[src/rtl/ecc_secded_pipe.sv]
// Hamming SECDED encoder (1-cycle) and decoder (2-stage) with error injection
// and saturating error statistics.
module ecc_secded_pipe #(
  parameter int DATA_WIDTH   = 27,
  parameter int PARITY_WIDTH = 7,
  parameter int CNT_WIDTH    = 16
) (
  input  logic                                 clk,
  input  logic                                 rst,
  input  logic                                 enc_valid,
  input  logic [DATA_WIDTH-1:0]                enc_data,
  input  logic                                 inj_en,
  input  logic [DATA_WIDTH+PARITY_WIDTH-1:0]   inj_mask,
  output logic                                 enc_valid_o,
  output logic [DATA_WIDTH-1:0]                enc_data_o,
  output logic [PARITY_WIDTH-1:0]              enc_parity_o,
  input  logic                                 dec_valid,
  input  logic [DATA_WIDTH-1:0]                dec_data,
  input  logic [PARITY_WIDTH-1:0]              dec_parity,
  input  logic                                 bypass,
  output logic                                 dec_valid_o,
  output logic [DATA_WIDTH-1:0]                dec_data_o,
  output logic                                 sbit_err,
  output logic                                 dbit_err,
  output logic [CNT_WIDTH-1:0]                 sbit_cnt,
  output logic [CNT_WIDTH-1:0]                 dbit_cnt,
  output logic [PARITY_WIDTH-1:0]              first_syn,
  output logic                                 err_sticky,
  input  logic                                 cnt_clr
);

  localparam int CW = DATA_WIDTH + PARITY_WIDTH;
  localparam int LW = PARITY_WIDTH - 1;

  // Data bits occupy the non-power-of-two codeword positions from 3 upward.
  function automatic int data_pos(input int k);
    int n;
    int res;
    n   = 0;
    res = 0;
    for (int pos = 3; pos < (1 << LW); pos++) begin
      if ((pos & (pos - 1)) != 0) begin
        if (n == k) res = pos;
        n++;
      end
    end
    return res;
  endfunction

  function automatic logic [DATA_WIDTH-1:0] par_mask(input int i);
    logic [DATA_WIDTH-1:0] m;
    m = '0;
    for (int k = 0; k < DATA_WIDTH; k++)
      if (((data_pos(k) >> i) & 1) != 0)
        m = m | ({{(DATA_WIDTH-1){1'b0}}, 1'b1} << k);
    return m;
  endfunction

  logic [LW-1:0]         enc_p_lo, dec_p_lo;
  logic [PARITY_WIDTH-1:0] enc_p, dec_syn;

  genvar gi;
  generate
    for (gi = 0; gi < LW; gi++) begin : g_par
      localparam logic [DATA_WIDTH-1:0] MSK = par_mask(gi);
      assign enc_p_lo[gi] = ^(enc_data & MSK);
      assign dec_p_lo[gi] = ^(dec_data & MSK);
    end
  endgenerate

  assign enc_p = {(^enc_data) ^ (^enc_p_lo), enc_p_lo};

  // The overall syndrome bit is the parity of the whole received codeword,
  // so that a single flip anywhere always reads as O=1.
  assign dec_syn = {(^dec_data) ^ (^dec_parity), dec_p_lo ^ dec_parity[LW-1:0]};

  // ---------------- encoder ----------------
  always_ff @(posedge clk or posedge rst) begin
    if (rst) begin
      enc_valid_o  <= 1'b0;
      enc_data_o   <= '0;
      enc_parity_o <= '0;
    end else begin
      enc_valid_o <= enc_valid;
      if (enc_valid)
        {enc_parity_o, enc_data_o} <= {enc_p, enc_data} ^ ({CW{inj_en}} & inj_mask);
    end
  end

  // ---------------- decoder ----------------
  logic [1:0]              dec_vld_pipe;
  logic [DATA_WIDTH-1:0]   s1_data;
  logic [PARITY_WIDTH-1:0] s1_syn, s2_syn;
  logic                    s1_byp;

  always_ff @(posedge clk or posedge rst) begin
    if (rst) begin
      dec_vld_pipe <= '0;
      s1_data      <= '0;
      s1_syn       <= '0;
      s1_byp       <= 1'b0;
    end else begin
      dec_vld_pipe <= {dec_vld_pipe[0], dec_valid};
      if (dec_valid) begin
        s1_data <= dec_data;
        s1_syn  <= dec_syn;
        s1_byp  <= bypass;
      end
    end
  end

  assign dec_valid_o = dec_vld_pipe[1];

  logic [DATA_WIDTH-1:0] flip;
  logic [LW-1:0]         s1_lo;
  logic                  s1_ovr;

  assign s1_lo  = s1_syn[LW-1:0];
  assign s1_ovr = s1_syn[LW];

  genvar gk;
  generate
    for (gk = 0; gk < DATA_WIDTH; gk++) begin : g_cor
      localparam logic [LW-1:0] POS = LW'(data_pos(gk));
      assign flip[gk] = (s1_lo == POS);
    end
  endgenerate

  logic [DATA_WIDTH-1:0] cor_data;
  logic                  c_sbit, c_dbit;

  always_comb begin
    cor_data = s1_data;
    c_sbit   = 1'b0;
    c_dbit   = 1'b0;
    if (!s1_byp && (s1_syn != '0)) begin
      if (s1_ovr) begin
        if ((s1_lo & (s1_lo - LW'(1))) == '0) begin
          c_sbit = 1'b1;
        end else if (|flip) begin
          c_sbit   = 1'b1;
          cor_data = s1_data ^ flip;
        end else begin
          c_dbit = 1'b1;
        end
      end else begin
        c_dbit = 1'b1;
      end
    end
  end

  always_ff @(posedge clk or posedge rst) begin
    if (rst) begin
      dec_data_o <= '0;
      s2_syn     <= '0;
      sbit_err   <= 1'b0;
      dbit_err   <= 1'b0;
    end else begin
      if (dec_vld_pipe[0]) begin
        dec_data_o <= cor_data;
        s2_syn     <= s1_syn;
      end
      sbit_err <= dec_vld_pipe[0] & c_sbit;
      dbit_err <= dec_vld_pipe[0] & c_dbit;
    end
  end

  // ---------------- statistics ----------------
  always_ff @(posedge clk or posedge rst) begin
    if (rst) begin
      sbit_cnt   <= '0;
      dbit_cnt   <= '0;
      first_syn  <= '0;
      err_sticky <= 1'b0;
    end else if (cnt_clr) begin
      sbit_cnt   <= '0;
      dbit_cnt   <= '0;
      first_syn  <= '0;
      err_sticky <= 1'b0;
    end else if (dec_valid_o && (sbit_err || dbit_err)) begin
      if (sbit_err && (sbit_cnt != '1)) sbit_cnt <= sbit_cnt + CNT_WIDTH'(1);
      if (dbit_err && (dbit_cnt != '1)) dbit_cnt <= dbit_cnt + CNT_WIDTH'(1);
      if (!err_sticky) first_syn <= s2_syn;
      err_sticky <= 1'b1;
    end
  end

endmodule

[config.mk]
export PLATFORM = sky130hd
export DESIGN_NAME = ecc_secded_pipe
export DESIGN_NICKNAME = d
export VERILOG_FILES = /design/src/rtl/ecc_secded_pipe.sv
export SDC_FILE = /design/constraint.sdc
export NUM_CORES = 1
export LEC_CHECK = 0
export ABC_AREA = 1
export CAP_MARGIN = 0
export CORE_MARGIN = 4
export CORE_UTILIZATION = 40
export DETAILED_ROUTE_END_ITERATION = 8
export PLACE_DENSITY_LB_ADDON = 0.12
export SYNTH_ARGS = -nofsm -noshare
export SYNTH_HDL_FRONTEND = slang
export SYNTH_SLANG_ARGS = --single-unit
[constraint.sdc]
create_clock -name clk -period 5.2 [get_ports clk]
set_input_delay 1.3 -clock clk [delete_from_list [all_inputs] [get_ports clk]]
set_output_delay 1.3 -clock clk [all_outputs]
set_load 0.02 [all_outputs]
==> flow_metrics.py <==
metrics = {
    "sta": {
        "worst_pin_slew_ns": 0.7462,
        "rsz0062_at_grt": "no",
        "finalMaxSlewViolations": 0,
        "finalHoldViolations": 0,
        "skew_ns": 0.01589,
        "max_slew_margin_pct": 50.20,
        "final.period_utilization_pct": 62.59,
        "tns_ns": 0,
        "fmax_mhz": 307.3,
        "finalSetupViolations": 0,
        "fin_crit_ns": 3.255,
    },
    "clock_network": {
        "clk_latency_ns": 0.43,
        "hold_buffers": 0,
        "cts.clk_slew.worst_paths_ns": 0.07,
        "clockRootBuffer": "clkbuf_16",
        "htree_levels": 4,
        "cts_inserted_buffers": 17,
        "cts_setup_buffers": 0,
        "clock_path_buffers": 2,
        "cts.sinks": 148,
        "cts_resized": 0,
        "cts_tree": "built",
    },
    "final_layout": {
        "drive_gt1_share_pct": 5.041,
        "antennaDiodeCount": 0,
        "design_area_um2": 11960,
        "layout.nets": 1539,
        "area_delta_synth_final_pct": 32.05,
    },
    "route": {
        "first_iter_violations": 546,
        "drt.antenna.violating_nets": 0,
        "drc": 0,
        "vias": 8109,
        "wire_per_inst_um": 13.57,
        "routed_wl_mm": 23.45,
        "vias_per_cell": 4.693,
        "first_pass_iters": 5,
    },
    "synth": {
        "synth_top_family_by_area": "simple AND/OR/NAND/NOR gates",
        "synth_cell_types": 48,
        "synth_flop_cell": "dfrtp_1",
        "synth-xor-area-share_pct": 12.94,
        "synth_warnings": 0,
        "yosysSeqAreaShare_pct": 40.88,
        "synth_area_per_cell_um2": 7.306,
        "synthArstFlopShare_pct": 100.0,
        "ys_ff_latch": 148,
        "syn_area_um2": 9060,
        "syn_nets": 1344,
        "synth_mux_area_share_pct": 0,
        "synth_fa_ha_area_share_pct": 0.2762,
        "synthCells": 1240,
        "yosys.area_share.simple_pct": 30.00,
        "synth-edff-count": 0,
        "synth-compound-area-share_pct": 8.618,
    },
    "pwr": {
        "powerDensity_nw_per_um2": 323.8,
        "p_leak_nw": 5.553,
        "power_mw": 3.874,
        "vdd_drop_max_uv": 165.8,
    },
    "die": {
        "initial_core_util_pct": 41.13,
        "rows": 54,
        "core_area_um2": 22030,
        "die_h_um": 158.5,
        "die_x_um": 158.5,
        "dieArea_um2": 25120,
        "pin_count": 207,
    },
    "run_status": {
        "outcome": "finished clean",
    },
    "worst_setup_path": {
        "slowest_delay_ns": 0.86,
        "start_kind": "primary input",
        "r2r_start": "dbit_cnt[0]$_DFFE_PP0P_",
        "r2r_setup_slack_ns": 3.06,
        "path_max_fanout": 23,
        "r2r_cells": 12,
        "crit_chain": "clkdlybuf4s50_1, inv_1, nand2_2, nand3_1, nor2_1, nand2_1, o21ai_0, a21oi_1",
        "timing.rr.end": "dbit_cnt[15]$_DFFE_PP0P_",
        "worstSetupEndpointType": "flip-flop",
        "required_ns": 5.52,
        "path_class": "in -> reg",
        "slowest_stage": "clkdlybuf4s50_1",
        "arrival_ns": 3.58,
    },
    "global_routing": {
        "grt_overflow": 0,
        "grt_pass1_wl_mm": 37.60,
        "grt_pass1_vias": 7630,
        "grt_antenna_before_repair": 0,
        "grt_usage_pct": 18.68,
        "grt_max_degree": 122,
    },
    "place": {
        "routabilityCongestion": 0.8636,
        "place_area_um2": 11360,
        "io_buffers": 206,
        "place_hpwl_mm": 18.17,
    },
    "min_path": {
        "min_from": "dec_data_o[6]$_DFFE_PP0P_",
        "hold_class": "reg -> reg",
        "min_to": "dec_data_o[6]$_DFFE_PP0P_",
        "holdPathStages": 2,
    },
    "job": {
        "drv_cap": 0,
    },
}
[kinds of logic (layout without fill, tap and decap cells)]
kind of cell / count (synthesis) / in the layout
AND/OR/NAND/NOR: 647 / 647
buffers and inverters: 165 / 373
flip-flops: 148 / 148
AO/OA/AOI/OAI: 145 / 145
XOR/XNOR: 133 / 133
adder cells (fa/ha/maj): 2 / 2
[per-layer routing]
layer | up-vias | global-route usage (%) | part of all wire, %
li1 | 4305 | - | -
met5 | - | 0 | 0
met2 | 189 | 31.46 | 48
met4 | 0 | 5.808 | 1.4
met3 | 16 | 2.609 | 4.1
met1 | 3599 | 25.03 | 47
[registers in the layout, summed over array words and instances, names as in the netlist, 2 cells and up]
register	cells
dec_data_o	27
enc_data_o	27
s1_data	27
dbit_cnt	16
sbit_cnt	16
enc_parity_o	7
first_syn	7
s1_syn	7
s2_syn	7
dec_vld_pipe	2
[cell usage after synthesis, types with 2 or more instances]
cell type / count / share of area (%)
nor2_2: 7 / 0.48
nand3b_1: 3 / 0.25
and2_1: 2 / 0.14
nand4_1: 10 / 0.69
o21ai_0: 85 / 4.7
nor3_1: 21 / 1.2
o22ai_1: 8 / 0.55
and3_1: 2 / 0.14
nor2_1: 52 / 2.2
inv_1: 121 / 5.0
o31ai_1: 2 / 0.17
nor4_1: 2 / 0.14
clkinv_1: 2 / 0.083
xor2_1: 93 / 9.0
o21ai_1: 12 / 0.66
nand2_1: 462 / 19
o21bai_1: 2 / 0.17
buf_4: 2 / 0.17
a21oi_1: 24 / 1.3
nand3_1: 67 / 3.7
clkbuf_1: 26 / 1.1
o21a_1: 2 / 0.17
a221oi_1: 2 / 0.19
nand2_2: 6 / 0.41
nand2_4: 2 / 0.25
nand3_2: 2 / 0.22
xnor2_1: 39 / 3.8
inv_2: 6 / 0.25
buf_2: 3 / 0.17
a211oi_1: 2 / 0.17
dfrtp_1: 148 / 41
nor2_4: 3 / 0.37
a31oi_1: 3 / 0.21
ha_1: 2 / 0.28
or2_2: 2 / 0.14
[power by group]
group	leakage (nW)	switching, mW	internal, mW
combinational	3.38	0.735	0.487
sequential	1.88	0.116	1.29
clock	0.292	0.591	0.653
total	5.55	1.44	2.43
[cell usage in the layout, fill, tap and decap left out, types with 10 or more instances in the layout]
cell type | synthesis | routed
nor3_1 | 21 | 21
nor2_1 | 52 | 52
o21ai_0 | 85 | 85
inv_1 | 121 | 120
clkdlybuf4s50_1 | 0 | 206
xnor2_1 | 39 | 39
xor2_1 | 93 | 93
nand3_1 | 67 | 67
a21oi_1 | 24 | 24
clkbuf_16 | 0 | 17
nand4_1 | 10 | 10
o21ai_1 | 12 | 12
nand2_1 | 462 | 462
dfrtp_1 | 148 | 148
[per-stage QoR]
| stage | hold WS (ns) | worst slack [ns] | utilization [%] | instances |
|---|---|---|---|---|
| 3_5_place_dp | 0.4725 | 1.481 | 51.57 | 1696 |
| 2_1_floorplan | 0.3721 | 2.039 | - | 1240 |
| 3_3_place_gp | 0.4647 | 1.572 | 51.57 | 1696 |
| 4_1_cts | 0.4896 | 1.946 | 54.32 | 1728 |
| 5_1_grt | 0.5050 | 1.663 | 54.32 | 1728 |
| 6_report | 0.4853 | 1.945 | 54.32 | 1728 |
[worst max-delay path, delay by kind of cell]
family | cells | cell delay [ns]
simple gates | 4 | 0.68
compound gates | 2 | 0.21
buf+inv | 2 | 1.37
[worst max-delay path by stage]
| stage | to | slack, ns | startpoint | depth (start not counted) |
|---|---|---|---|---|
| floorplan | dbit_cnt[0]$_DFFE_PP0P_ | 2.04 | rst | 1 |
| global placement | sbit_cnt[15]$_DFFE_PP0P_ | 1.57 | cnt_clr | 8 |
| detailed placement | sbit_cnt[15]$_DFFE_PP0P_ | 1.48 | cnt_clr | 8 |
| CTS | sbit_cnt[15]$_DFFE_PP0P_ | 1.95 | cnt_clr | 8 |
| global route | sbit_cnt[15]$_DFFE_PP0P_ | 1.66 | cnt_clr | 8 |
| finish | sbit_cnt[15]$_DFFE_PP0P_ | 1.95 | cnt_clr | 8 |
[area by class of cell]
| type | instances | area, µm² |
|---|---|---|
| fill | 2121 | 10060 |
| sequential | 148 | 3704 |
| tap | 280 | 350.3 |
| multi-input combinational | 927 | 4696 |
| clock inverter | 15 | 180.2 |
| timing repair buffer | 211 | 2112 |
| inverter | 130 | 496.7 |
| clock buffer | 17 | 425.4 |
Note: power is estimated with default switching activity, not from simulation.
==> RTL change (same settings) <==
Register the input `dec_parity` before use, without a reset. The logic sees it one clock later. The other inputs are not delayed to match.
--- a/src/rtl/ecc_secded_pipe.sv
+++ b/src/rtl/ecc_secded_pipe.sv
@@ -33,2 +33,8 @@
   localparam int LW = PARITY_WIDTH - 1;
+
+  logic [PARITY_WIDTH-1:0] dec_parity_q;
+
+  always_ff @(posedge clk) begin
+    dec_parity_q <= dec_parity;
+  end
 
@@ -74,3 +80,3 @@
   // so that a single flip anywhere always reads as O=1.
-  assign dec_syn = {(^dec_data) ^ (^dec_parity), dec_p_lo ^ dec_parity[LW-1:0]};
+  assign dec_syn = {(^dec_data) ^ (^dec_parity_q), dec_p_lo ^ dec_parity_q[LW-1:0]};
 
Formal check against the unedited RTL: not equivalent (a bounded check fails within 4 cycles, from zero or initial values and one cycle with rst high).
==> RTL change against the unedited design <==
Clock skew shrank 4.7 ps; sequential cell count rose by 7; worst setup slack got worse by 12 ps; sequential share of layout area increased by 0.86 points; largest cell class unchanged; highest routed layer unchanged; design area grew 0.99%; wire length is 7.0% higher; hold slack about the same; total power rose by 5.6%; synthesized area up 0.69%.
==> RTL change: results (changes against the unedited design) <==
detailed_routing:
  vias: 8432  # was 8,109
  drt_iter0_drc: 549  # was 546
global_routing:
  grt_pass1_vias: 7992  # was 7,630
  grt_pass1_wl_um: 40500  # was 37,600 um
final_layout:
  multi_input_area_share: 0.3853  # was 0.3925
  n_all_inverters: 125  # was 130
  clock_area_frac: 0.05364  # was 0.05062
  multi_input_gates: 939  # was 927
  final_nets: 1553  # was 1,539
logic_synthesis:
  ys_top_cells_by_count: "nand2_1 (477), dfrtp_1 (148), inv_1 (120)"  # was nand2_1 (462), dfrtp_1 (148), inv_1 (121)
  synth-compound-area-share: 0.08531  # was 0.08618
  async_flop_share: 0.9548  # was 1.000
  synth_xor_area_frac: 0.1314  # was 0.1294
  ys_seq_area_frac: 0.4213  # was 0.4088
  syn_avg_cell_area_um2: 7.269  # was 7.306 um^2
placement:
  hpwlAfterDp_um: 19460  # was 18,170 um
  place_ws_ps: 1527  # was 1481 ps
  place.gp.congestion: 0.8867  # was 0.8636
power:
  power.total_uw: 4090  # was 3874 uW
  comb_power_share: 0.300  # was 0.316
  ir_drop_uv: 199.3  # was 165.8 uV
worst_setup_path:
  r2r_cells: 11  # was 12
  cp_max_fo: 25  # was 23
  reg2reg_slack_ps: 2880  # was 3060 ps
  crit_end: "dbit_cnt[14]"  # was sbit_cnt[15]
status:
  status: "complete, no violations"  # unchanged
worst_hold_path:
  hold_start: "dec_data_o[25]"  # was dec_data_o[6]
clock_tree:
  clkSinkCount: 155  # was 148
sta:
  finalCritPeriodShare: 0.6282  # was 0.6259
-- RTL change: cell types whose count changed after synthesis, moves of 3 or more --
cell	delta
a21oi_1	+4
nand4_1	-4
nand2_1	+15
nand3_1	-5
dfxtp_1	+7
nor3b_1	+3
nor2_2	-3
o21ai_1	+3
nor4_1	+3
xor2_1	+3
nor2_1	+9
-- RTL change: routing by layer --
| layer | GRT usage | share of wire | wire length (um) |
|---|---|---|---|
| met1 | 0.2773 | 0.50 | 12450 |
| met2 | 0.3059 | 0.43 | 10910 |
| met3 | 0.04012 | 0.058 | 1467 |
| met4 | 0.04694 | 0.010 | 262 |
| met5 | 0 | 0 | 0 |
-- RTL change: worst max-delay path: stages --
cell and delay [ps]:
clkdlybuf4s50_1 820, inv_1 500, nand2_2 270, nand3_1 130, or2_1 240, nor2_1 130, o21ai_1 80, a21oi_1 150
